[src/rtl/bcd2_7seg_scan.sv]
// Two-digit BCD display scanner for a multiplexed common-anode 7-seg pair.
// Optional LEAD_ZERO_BLANK_EN: blanks the tens digit while it holds zero.
module bcd2_7seg_scan #(
  parameter int SCAN_DIV         = 50000,
  parameter int GUARD            = 16,
  parameter int SEG_ACTIVE_LOW   = 1,
  parameter int DIGIT_ACTIVE_LOW = 1
) (
  input  logic       clk,
  input  logic       rs_n,
  input  logic       load,
  input  logic [3:0] bcd_lo,
  input  logic [3:0] bcd_hi,
  output logic [6:0] seg,
  output logic [1:0] an
);

  localparam int CW = (SCAN_DIV > 2) ? $clog2(SCAN_DIV) : 1;
  localparam logic [CW-1:0] LAST    = CW'(SCAN_DIV - 1);
  localparam logic [CW-1:0] GUARD_C = CW'(GUARD);
  localparam logic SEG_POL = (SEG_ACTIVE_LOW != 0);
  localparam logic DIG_POL = (DIGIT_ACTIVE_LOW != 0);

  typedef enum logic {
    LO = 1'b0,
    HI = 1'b1
  } slot_t;

  slot_t         slot, slot_nx;
  logic [CW-1:0] cnt, cnt_nx;
  logic [3:0]    shadow_lo, shadow_hi;
  logic [6:0]    seg_nx, lit_nx;
  logic [1:0]    an_nx, en_nx;
  logic [3:0]    digit_nx;
  logic          wrap;

  function automatic logic [6:0] decode(input logic [3:0] d);
    logic [6:0] r;
    case (d)
      4'd0:    r = 7'h3F;
      4'd1:    r = 7'h06;
      4'd2:    r = 7'h5B;
      4'd3:    r = 7'h4F;
      4'd4:    r = 7'h66;
      4'd5:    r = 7'h6D;
      4'd6:    r = 7'h7D;
      4'd7:    r = 7'h07;
      4'd8:    r = 7'h7F;
      4'd9:    r = 7'h6F;
      default: r = 7'h40;
    endcase
    return r;
  endfunction

  always_ff @(posedge clk or negedge rs_n) begin
    if (!rs_n) begin
      slot      <= LO;
      cnt       <= '0;
      shadow_lo <= 4'd0;
      shadow_hi <= 4'd0;
      seg       <= {7{SEG_POL}};
      an        <= {2{DIG_POL}};
    end else begin
      slot <= slot_nx;
      cnt  <= cnt_nx;
      seg  <= seg_nx;
      an   <= an_nx;
      if (load) begin
        shadow_lo <= bcd_lo;
        shadow_hi <= bcd_hi;
      end
    end
  end

  always_comb begin
    wrap    = (cnt >= LAST);
    slot_nx = slot;
    cnt_nx  = cnt + CW'(1);
    if (wrap) cnt_nx = '0;
    case (slot)
      LO:      if (wrap) slot_nx = HI;
      HI:      if (wrap) slot_nx = LO;
      default: slot_nx = LO;
    endcase

    // an is computed from the next count so it lines up with cnt
    en_nx = 2'b00;
    if (cnt_nx >= GUARD_C) en_nx = (slot_nx == HI) ? 2'b10 : 2'b01;
    an_nx = en_nx ^ {2{DIG_POL}};

    digit_nx = (slot_nx == HI) ? shadow_hi : shadow_lo;
    lit_nx   = decode(digit_nx);
`ifdef LEAD_ZERO_BLANK_EN
    if (slot_nx == HI && shadow_hi == 4'd0) lit_nx = 7'h00;
`endif

    // segments change only on the slot-start edge
    seg_nx = seg;
    if (wrap) seg_nx = lit_nx ^ {7{SEG_POL}};
  end

endmodule

[config.mk]
export PLATFORM = sky130hd
export DESIGN_NAME = bcd2_7seg_scan
export DESIGN_NICKNAME = d
export VERILOG_FILES = /design/src/rtl/bcd2_7seg_scan.sv
export SDC_FILE = /design/constraint.sdc
export NUM_CORES = 1
export LEC_CHECK = 0
export CAP_MARGIN = 20
export CORE_ASPECT_RATIO = 1.25
export CORE_UTILIZATION = 40
export CTS_BUF_LIST = sky130_fd_sc_hd__clkbuf_4 sky130_fd_sc_hd__clkbuf_8
export DETAILED_ROUTE_END_ITERATION = 7
export RECOVER_POWER = 25
export SYNTH_ARGS = -nofsm -noshare
export SYNTH_HDL_FRONTEND = slang
export SYNTH_SLANG_ARGS = --single-unit
[constraint.sdc]
create_clock -name clk -period 3.2 [get_ports clk]
set_input_delay 0.64 -clock clk [delete_from_list [all_inputs] [get_ports clk]]
set_output_delay 0.64 -clock clk [all_outputs]
set_load 0.02 [all_outputs]
==> qor.csv <==
stage,metric,value,unit
setup_path,cp.depth,10,
sta,rsz0062_at_grt,no,
setup_path,slowest_delay,400,ps
power,cellPowerDensity,386,nW/um^2
placed_design,pre_cts_slack,493,ps
logic_synthesis,synth_fp_nets,216,
sta,setup_viol,0,
setup_path,crit_family,multiplexers,
logic_synthesis,synthTopCellsByArea,"dfrtp_1 32%, dfstp_2 12%, mux2_2 4.6%",
setup_path,arrival,2870,ps
setup_path,r2r.worst_path.cells,10,
placed_design,gp_congestion,0.820,
clock_network,cts_tree,done,
power,power.leakage,0.919,nW
clock_network,clk_pin_slew,70,ps
clock_network,postCtsResizedCells,0,
floorplan,num_rows,28,
sta,relSlewSlack,-18.0,%
setup_path,end_kind,register,
logic_synthesis,netlist_area,1950,um^2
finish,drive_gt1_share,15.5,%
setup_path,cp_num_buf_inv,1,
drt,drt-initial-drc-count,69,
grt,overflow,0,
logic_synthesis,syn_area_per_cell,9.78,um^2
clock_network,max-clock-path-buffers,2,
floorplan,start_util,41.5,%
clock_network,clk_latency,280,ps
drt,routedWlPerCell,14.4,um
finish,diodes,0,
sta,fmax,373,MHz
setup_path,ff2ff_setup_slack,520,ps
floorplan,io_pins,20,
clock_network,cts.sinks,34,
logic_synthesis,synth_edf_count,0,
logic_synthesis,netlist_instances,199,
logic_synthesis,synth_cell_types,47,
logic_synthesis,synth_seq_cells,34,
setup_path,path_max_fanout,9,
power,total_power,0.888,mW
setup_path,cp-endpoint,seg[0]$_DFFE_PN1N_,
finish,nets,236,
sta,finalCriticalPeriod,2680,ps
logic_synthesis,synth_top_area_share,32.1,%
placed_design,placedCellCount,272,
sta,holdWs,462,ps
placed_design,portBuffers,19,
clock_network,postCtsSetupBuffers,0,
clock_network,cts_made_buffers,5,
grt,grtUsageTotal,18.4,%
grt,grt_max_degree,35,
sta,maxSlewViolCount,35,
clock_network,hold_buffers,0,
clock_network,h-tree-depth,2,
run,cap_violations,1,
sta,timing.final.crit_share,83.8,%
setup_path,crit_required,3390,ps
sta,fin_tns_setup,0,ps
sta,layout_setup_ws,518,ps
floorplan,die_y,80,um
run_status,violations,"max-capacitance violations, max-slew violations",
logic_synthesis,synth_top_cell_by_area,dfrtp_1,
floorplan,core_area,4690,um^2
sta,worst_pin_slew,1770,ps
sta,skew,5.76,ps
grt,grt_pass1_vias,1524,
setup_path,start_kind,register,
placed_design,hpwl,2980,um
logic_synthesis,synth-main-ff-cell,dfrtp_1,
clock_network,cts_root_buffer,clkbuf_8,
power,ir_drop,0.000175,V
setup_path,path_class,reg -> reg,
drt,drc_errors,0,
setup_path,cp-startpoint,cnt[0]$_DFF_PN0_,
sta,hold_violations,0,
min_path,hp-class,reg -> reg,
drt,route.vias.total,1507,
setup_path,r2r-end,seg[0]$_DFFE_PN1N_,
run_status,status,finished with violations,
drt,ant_nets,0,
drt,firstDrtPassIters,4,
logic_synthesis,yosys_warnings,0,
drt,drt_wl_total,4030,um
setup_path,cp_slowest_cell,mux2i_1,
finish,stdcell_count,280,
logic_synthesis,yosysSeqAreaShare,44.3,%
setup_path,cp_cell_sequence,"ha_1, nand3_1, a211oi_1, nor2_2, xnor2_1, mux2i_1, inv_1, ha_1, mux2i_1, o211ai_1",
finish,syn_to_final_growth,18.3,%
drt,drt-vias-per-instance,5.38,
floorplan,dieArea,5150,um^2
floorplan,die_x,64.4,um
grt,grt_pass1_wl,7250,um
logic_synthesis,synthArstFlopShare,100,%
grt,antenna_found_initial,0,
setup_path,reg2reg_from,cnt[0]$_DFF_PN0_,
[flip-flops by register name (all words and copies together), names as in the netlist]
| signal | flops |
|---|---|
| slot | 1 |
| seg | 7 |
| shadow_lo | 4 |
| shadow_hi | 4 |
| an | 2 |
| cnt | 16 |
[report_power, final]
group          switching, mW  internal (mW)  leakage, nW
clock network          0.147          0.217       0.0575
registers             0.0131          0.440        0.410
logic                 0.0370         0.0343        0.451
total                  0.197          0.692        0.919
[placed cells by master, fill, tap and decap left out, drive strengths merged, types with 8 or more instances in the layout]
cell type / netlist / routed
nand2: 17 / 17
clkdlybuf4s50: 0 / 18
nand3: 11 / 11
xor2: 8 / 8
mux2: 8 / 8
dfrtp: 25 / 25
nor2: 25 / 25
clkbuf: 6 / 9
mux2i: 8 / 8
dfstp: 9 / 9
[per-layer routing]
layer,wire length [um],GRT usage (%)
met1,1700,22.6
met2,2060,30.6
met3,126,3.86
met4,133,8.22
met5,0,0
[metrics by stage]
stage                     util, %  cell area (um^2)
after global placement       46.8              2200
after floorplan                 -              1950
after global routing         49.0              2300
after CTS                    49.1              2310
final                        49.0              2300
after detailed placement     46.8              2200
[cell type report]
cell class | count | area, um^2
tap | 60 | 75.1
timing repair buffer | 21 | 201
sequential | 34 | 862
fill | 464 | 2390
inverter | 7 | 26.3
clock buffer | 8 | 110
multi-input combinational | 150 | 1030
[cells in the mapped netlist, types with 5 or more instances]
library cell  number
xnor2_1            6
mux2_2             8
clkbuf_1           6
ha_1               6
nor3_1             5
nand3_1           11
mux2i_1            8
nand2_1           17
dfstp_2            9
dfrtp_1           25
inv_1              7
nor2_1            23
xor2_1             8
[worst min-delay path by stage]
| stage | start | cells after the start | endpoint | slack (ps) |
|---|---|---|---|---|
| floorplan | rs_n | 0 | cnt[0]$_DFF_PN0_ | 340 |
| global placement | seg[6]$_DFFE_PN1N_ | 2 | seg[6]$_DFFE_PN1N_ | 460 |
| detailed placement | seg[6]$_DFFE_PN1N_ | 2 | seg[6]$_DFFE_PN1N_ | 460 |
| CTS | seg[6]$_DFFE_PN1N_ | 2 | seg[6]$_DFFE_PN1N_ | 470 |
| global route | seg[6]$_DFFE_PN1N_ | 2 | seg[6]$_DFFE_PN1N_ | 500 |
| finish | seg[6]$_DFFE_PN1N_ | 2 | seg[6]$_DFFE_PN1N_ | 460 |
[cell families (layout without fill, tap and decap cells)]
| kind of cell | Yosys count | in the layout | share of synthesized area, % |
|---|---|---|---|
| simple gates | 78 | 78 | 20.3 |
| compound gates | 36 | 36 | 13.6 |
| flops | 34 | 34 | 44.3 |
| mux | 16 | 16 | 8.74 |
| buf+inv | 15 | 36 | 2.96 |
| xor+xnor | 14 | 14 | 6.30 |
| fa+ha+maj | 6 | 6 | 3.86 |
[worst reg2reg max path, delay by kind of cell (launching register included)]
| kind | cells | cell delay [ps] |
|---|---|---|
| AO/OA/AOI/OAI | 2 | 460 |
| XOR/XNOR | 1 | 240 |
| adder cells (fa/ha/maj) | 2 | 460 |
| buffers and inverters | 1 | 110 |
| flip-flops | 1 | 390 |
| multiplexers | 2 | 530 |
| AND/OR/NAND/NOR | 2 | 390 |
Note: power is estimated with default switching activity, not from simulation.
